File: src/rtl/alu_n8_pkg.sv
// Shared constants and types for the sequential 32-bit adder built from one 8-bit slice.
// The optional ALU_ADD_SEQ_OVERFLOW_EN build adds signed-overflow reporting.
package alu_n8_pkg;

    localparam int WIDTH_DFLT  = 32;
    localparam int SLICE_DFLT  = 8;
    localparam int NBEATS_DFLT = WIDTH_DFLT / SLICE_DFLT;

    // A one-beat configuration still needs a 1-bit counter.
    function automatic int beat_w(input int nbeats);
        return (nbeats > 1) ? $clog2(nbeats) : 1;
    endfunction

    localparam int BEAT_W = beat_w(NBEATS_DFLT);

    typedef enum logic [1:0] {
        IDLE = 2'd0,
        RUN  = 2'd1,
        DONE = 2'd2
    } state_e;

endpackage

File: src/rtl/alu_n8_add_slice.sv
// Combinational SLICE-bit adder: s/co = a + b + ci.
// With ALU_ADD_SEQ_OVERFLOW_EN it also exposes the carry into its MSB.
module alu_n8_add_slice
    import alu_n8_pkg::*;
#(
    parameter int SLICE = SLICE_DFLT
) (
    input  logic [SLICE-1:0] a_i,
    input  logic [SLICE-1:0] b_i,
    input  logic             ci_i,
    output logic [SLICE-1:0] s_o,
    output logic             co_o
`ifdef ALU_ADD_SEQ_OVERFLOW_EN
    ,
    output logic             msb_ci_o
`endif
);

`ifdef ALU_ADD_SEQ_OVERFLOW_EN
    // Split at the MSB so the carry into it is visible for the overflow term.
    logic [SLICE-1:0] low;
    logic [1:0]       top;

    assign low = {1'b0, a_i[SLICE-2:0]} + {1'b0, b_i[SLICE-2:0]} + {{(SLICE-1){1'b0}}, ci_i};
    assign msb_ci_o = low[SLICE-1];
    assign top = {1'b0, a_i[SLICE-1]} + {1'b0, b_i[SLICE-1]} + {1'b0, low[SLICE-1]};
    assign s_o  = {top[0], low[SLICE-2:0]};
    assign co_o = top[1];
`else
    logic [SLICE:0] full;

    assign full = {1'b0, a_i} + {1'b0, b_i} + {{SLICE{1'b0}}, ci_i};
    assign s_o  = full[SLICE-1:0];
    assign co_o = full[SLICE];
`endif

endmodule

File: src/rtl/alu_n8_add_seq.sv
// Multi-cycle WIDTH-bit adder reusing one SLICE-bit adder, one slice per beat.
// Define ALU_ADD_SEQ_OVERFLOW_EN to add the signed-overflow output ovf.
module alu_n8_add_seq
    import alu_n8_pkg::*;
#(
    parameter int WIDTH = WIDTH_DFLT,
    parameter int SLICE = SLICE_DFLT
) (
    input  logic             clk,
    input  logic             rst,
    input  logic             in_valid,
    output logic             in_ready,
    input  logic [WIDTH-1:0] a,
    input  logic [WIDTH-1:0] b,
    input  logic             ci,
    output logic             out_valid,
    input  logic             out_ready,
    output logic [WIDTH-1:0] sum,
    output logic             co,
    output logic             zero,
    output state_e           state_dbg
`ifdef ALU_ADD_SEQ_OVERFLOW_EN
    ,
    output logic             ovf
`endif
);

    localparam int NBEATS = WIDTH / SLICE;
    localparam int BW     = beat_w(NBEATS);

    // Handshakes: a transfer happens on a rising edge where valid and ready are both high;
    // the producer keeps its data stable while valid is high and ready is low.

    state_e           state_q;
    logic [BW-1:0]    beat_q;
    logic             carry_q;
    logic [WIDTH-1:0] a_q, b_q, acc_q, acc_d, sum_q;
    logic             co_q, zero_q, out_valid_q;
    logic [SLICE-1:0] sl_s;
    logic             sl_co;
    logic             last_beat;
    int               lsb;

`ifdef ALU_ADD_SEQ_OVERFLOW_EN
    logic             sl_msb_ci;
    logic             ovf_q;
`endif

    assign lsb       = int'(beat_q) * SLICE;
    assign last_beat = (beat_q == BW'(NBEATS - 1));

    alu_n8_add_slice #(.SLICE(SLICE)) u_slice (
        .a_i      (a_q[lsb +: SLICE]),
        .b_i      (b_q[lsb +: SLICE]),
        .ci_i     (carry_q),
        .s_o      (sl_s),
        .co_o     (sl_co)
`ifdef ALU_ADD_SEQ_OVERFLOW_EN
        ,
        .msb_ci_o (sl_msb_ci)
`endif
    );

    // Partial sums live in acc_q so the visible sum only changes on the final beat.
    always_comb begin
        acc_d              = acc_q;
        acc_d[lsb +: SLICE] = sl_s;
    end

    always_ff @(posedge clk) begin
        if (rst) begin
            state_q     <= IDLE;
            beat_q      <= '0;
            carry_q     <= 1'b0;
            a_q         <= '0;
            b_q         <= '0;
            acc_q       <= '0;
            sum_q       <= '0;
            co_q        <= 1'b0;
            zero_q      <= 1'b0;
            out_valid_q <= 1'b0;
`ifdef ALU_ADD_SEQ_OVERFLOW_EN
            ovf_q       <= 1'b0;
`endif
        end else begin
            case (state_q)
                IDLE: begin
                    if (in_valid) begin
                        a_q     <= a;
                        b_q     <= b;
                        carry_q <= ci;
                        beat_q  <= '0;
                        acc_q   <= '0;
                        sum_q   <= '0;
                        co_q    <= 1'b0;
                        zero_q  <= 1'b0;
`ifdef ALU_ADD_SEQ_OVERFLOW_EN
                        ovf_q   <= 1'b0;
`endif
                        state_q <= RUN;
                    end
                end
                RUN: begin
                    acc_q   <= acc_d;
                    carry_q <= sl_co;
                    beat_q  <= beat_q + 1'b1;
                    if (last_beat) begin
                        beat_q      <= '0;
                        sum_q       <= acc_d;
                        co_q        <= sl_co;
                        zero_q      <= (acc_d == '0);
`ifdef ALU_ADD_SEQ_OVERFLOW_EN
                        ovf_q       <= sl_msb_ci ^ sl_co;
`endif
                        out_valid_q <= 1'b1;
                        state_q     <= DONE;
                    end
                end
                DONE: begin
                    if (out_ready) begin
                        out_valid_q <= 1'b0;
                        state_q     <= IDLE;
                    end
                end
                default: state_q <= IDLE;
            endcase
        end
    end

    assign in_ready  = (state_q == IDLE) && !rst;
    assign out_valid = out_valid_q;
    assign sum       = sum_q;
    assign co        = co_q;
    assign zero      = zero_q;
    assign state_dbg = state_q;
`ifdef ALU_ADD_SEQ_OVERFLOW_EN
    assign ovf       = ovf_q;
`endif

endmodule

File: config.mk
export PLATFORM = sky130hd
export DESIGN_NAME = alu_n8_add_seq
export DESIGN_NICKNAME = d
export VERILOG_FILES = /design/src/rtl/alu_n8_pkg.sv /design/src/rtl/alu_n8_add_slice.sv /design/src/rtl/alu_n8_add_seq.sv
export SDC_FILE = /design/constraint.sdc
export NUM_CORES = 1
export LEC_CHECK = 0
export ABC_CLOCK_PERIOD_IN_PS = 11700
export CAP_MARGIN = 20
export CORE_UTILIZATION = 57
export CTS_BUF_LIST = sky130_fd_sc_hd__clkbuf_16
export DETAILED_ROUTE_END_ITERATION = 10
export PLACE_DENSITY = 0.85
export SLEW_MARGIN = 25
export SYNTH_ARGS = -nofsm -noshare
export SYNTH_HDL_FRONTEND = slang
export SYNTH_HIERARCHICAL = 1
export SYNTH_SLANG_ARGS = --single-unit
File: constraint.sdc
create_clock -name clk -period 11.7 [get_ports clk]
set_input_delay 1.755 -clock clk [delete_from_list [all_inputs] [get_ports clk]]
set_output_delay 1.755 -clock clk [all_outputs]
set_load 0.02 [all_outputs]
==> impl_metrics.csv <==
group,metric,value,unit
timing,fmax,0.219,GHz
route,wl_per_cell,16.5,um
clock_tree,postCtsHoldBufs,0,
global_routing,grt-busiest-layer,"met2",
clock_tree,cts_resized,0,
timing,min_period,4570,ps
clock_tree,post_cts_buffers,0,
synthesis,ys_seq_elements,136,
cells_and_area,multi_input_area,3140,um^2
clock_tree,path_clk_slew,60,ps
synthesis,ys_top_cells_by_area,"dfxtp_1 44%, a21oi_1 12%, nand2_1 12%",
synthesis,syn_avg_cell_area,8.13,um^2
outcome,status,"finished, final reports clean",
synthesis,synthTopCellsByCount,"194 x nand2_1, 147 x a21oi_1, 136 x dfxtp_1, 76 x nor2_1, 27 x clkbuf_1",
setup_path,timing.rr.start,"beat_q[0]",
route,drc,0,
synthesis,synthFlopType,"dfxtp_1",
setup_path,reg2reg_slack,7400,ps
setup_path,crit_buf_inv,2,
route,routed_wl,16.2,mm
setup_path,worst_setup_path_start_kind,"input pin",
setup_path,slowest_delay,630,ps
synthesis,synth_edf_count,0,
synthesis,synth_area,6150,um^2
global_routing,antenna_found_initial,0,
cells_and_area,nets,917,
clock_tree,cts_max_path_buffers,2,
synthesis,synth_most_common_cell,"nand2_1",
power_and_ir_drop,vdd_drop_max,0.0000753,V
die,dieArea,11200,um^2
min_path,holdCritPathClass,"register to register",
global_routing,grt_overflow_total,0,
route,vias_per_cell,5.91,
cells_and_area,final_util,74.9,%
setup_path,reg2reg_depth,12,
timing,rsz0062_at_grt,"no",
global_routing,track_usage,30.0,%
job,cap_violations,0,
timing,finalMaxSlewViolations,0,
clock_tree,htreeDepth,4,
clock_tree,clock_sinks,136,
synthesis,mappedNetlistNets,840,
synthesis,synth_warnings,6,
timing,relSlewSlack,31.2,%
clock_tree,cts_made_buffers,17,
place,dp_hpwl,10.3,mm
cells_and_area,fillers,733,
synthesis,synth_top_area_share,44.3,%
setup_path,worstPathCellList,"buf_4 -> nor3_1 -> clkdlybuf4s50_1",
timing,clock_skew,9.59,ps
clock_tree,cts_tree,"done",
die,core_area,10400,um^2
clock_tree,clock_latency,410,ps
synthesis,async_flop_share,0,%
setup_path,worstPathMaxFanout,37,
setup_path,r2r-end,"zero",
timing,finalSetupViolations,0,
setup_path,path_delay_family,"buffers and inverters",
die,die_height,106,um
setup_path,worstSetupEndpointType,"primary output",
power_and_ir_drop,power_density,152,nW/um^2
synthesis,synth_cell_types,46,
setup_path,crit_type,"input pin to primary output",
global_routing,met3_usage,5.57,%
route,drt-pass1-iter-count,5,
setup_path,cp.arrival,2810,ps
global_routing,grt_pass1_vias,5628,
timing,hold_violations,0,
place,numPortBuffers,106,
synthesis,synthCells,756,
global_routing,grtUsageMet2,48.1,%
die,start_util,59.3,%
power_and_ir_drop,leakage,2.78,nW
die,fp-row-count,37,
cells_and_area,antenna_cells,0,
min_path,min_path_cells,2,
cells_and_area,layout-drive-gt1-share,7.58,%
global_routing,grt_pass1_wl,26.9,mm
die,io_pins,107,
clock_tree,cts_root_buf,"clkbuf_16",
cells_and_area,final-seq-area,2720,um^2
route,drt_iter0_markers,509,
global_routing,grt_max_degree,104,
cells_and_area,synthToLayoutAreaGrowth,26.3,%
synthesis,yosysSeqAreaShare,44.3,%
min_path,holdCritStartpoint,"a_q[13]",
place,place_congestion,0.848,
route,drtAntennaViolNets,0,
die,die_x,106,um
timing,tightestPinTransition,1030,ps
setup_path,crit_slowest_cell,"clkdlybuf4s50_1",
timing,post-route-period-util,39.0,%
timing,fin_setup_tns,0,ps
route,vias,5788,
setup_path,critPathRequiredTime,9950,ps
synthesis,synth_top_cell_by_area,"dfxtp_1",
min_path,min_to,"a_q[13]",
global_routing,met1_usage,39.7,%
-- worst max path at each step --
stage,startpoint,endpoint,slack (ps),depth (start not counted)
finish,rst,in_ready,7130,3
global placement,rst,in_ready,7140,3
CTS,rst,in_ready,7110,3
detailed placement,rst,in_ready,7120,3
global route,rst,in_ready,7060,3
floorplan,rst,in_ready,7550,2
-- cell families after synthesis --
group	Yosys count	synth area share (%)
compound gates	202	19.5
simple gates	317	21.5
fa+ha+maj	15	3.30
flops	136	44.3
buf+inv	65	4.91
xor+xnor	4	0.570
mux	17	6.02
-- state kept, by name, summed over array words and instances, names as in the netlist --
signal     flops
b_q           32
acc_q         32
zero           1
out_valid      1
state_dbg      2
a_q           32
carry_q        1
beat_q         2
sum           32
co             1
-- cells in the final DEF, fill, tap and decap left out, types with 7 or more instances in the layout --
master,n
a21oi_1,146
a32oi_1,22
buf_4,9
clkbuf_16,17
clkdlybuf4s50_1,105
dfxtp_1,136
ha_1,13
inv_1,9
mux4_2,16
nand2_1,194
nand3_1,8
nor2_1,75
nor2b_1,12
nor4_1,7
-- layer usage --
| layer | share of wire, % | vias to the layer above |
|---|---|---|
| met1 | 43 | 2691 |
| met2 | 47 | 289 |
| met4 | 2.3 | 0 |
| met3 | 7.8 | 49 |
| li1 | - | 2759 |
| met5 | 0 | - |
-- power by group --
group | leakage [nW] | switching (mW) | internal [mW]
registers | 1.11 | 0.00971 | 0.480
logic | 1.39 | 0.0989 | 0.0625
clock network | 0.284 | 0.200 | 0.332
-- metrics by stage --
step	total power, mW	instance area (um^2)	instances	setup slack [ps]	hold slack (ps)
2_1_floorplan	0.598	6150	756	7550	433
3_3_place_gp	0.648	7180	950	7140	438
3_5_place_dp	0.654	7180	950	7120	447
4_1_cts	1.18	7760	980	7110	455
5_1_grt	1.22	7770	980	7060	474
6_report	1.18	7770	980	7130	454
-- final cells by class --
type / instances / share of cell area [%]
inverters: 9 / 0.435
well taps: 136 / 2.19
flip-flops and latches: 136 / 35.1
clock inverters: 13 / 2.03
multi-input cells: 555 / 40.4
clock buffers: 17 / 5.48
repair buffers: 114 / 14.4
-- tightest hold or removal path, cell delays in order, from the launching register on --
cell and delay (ps):
dfxtp_1 300, nand2_1 50, a21oi_1 50
(Power assumes the default switching activity.)
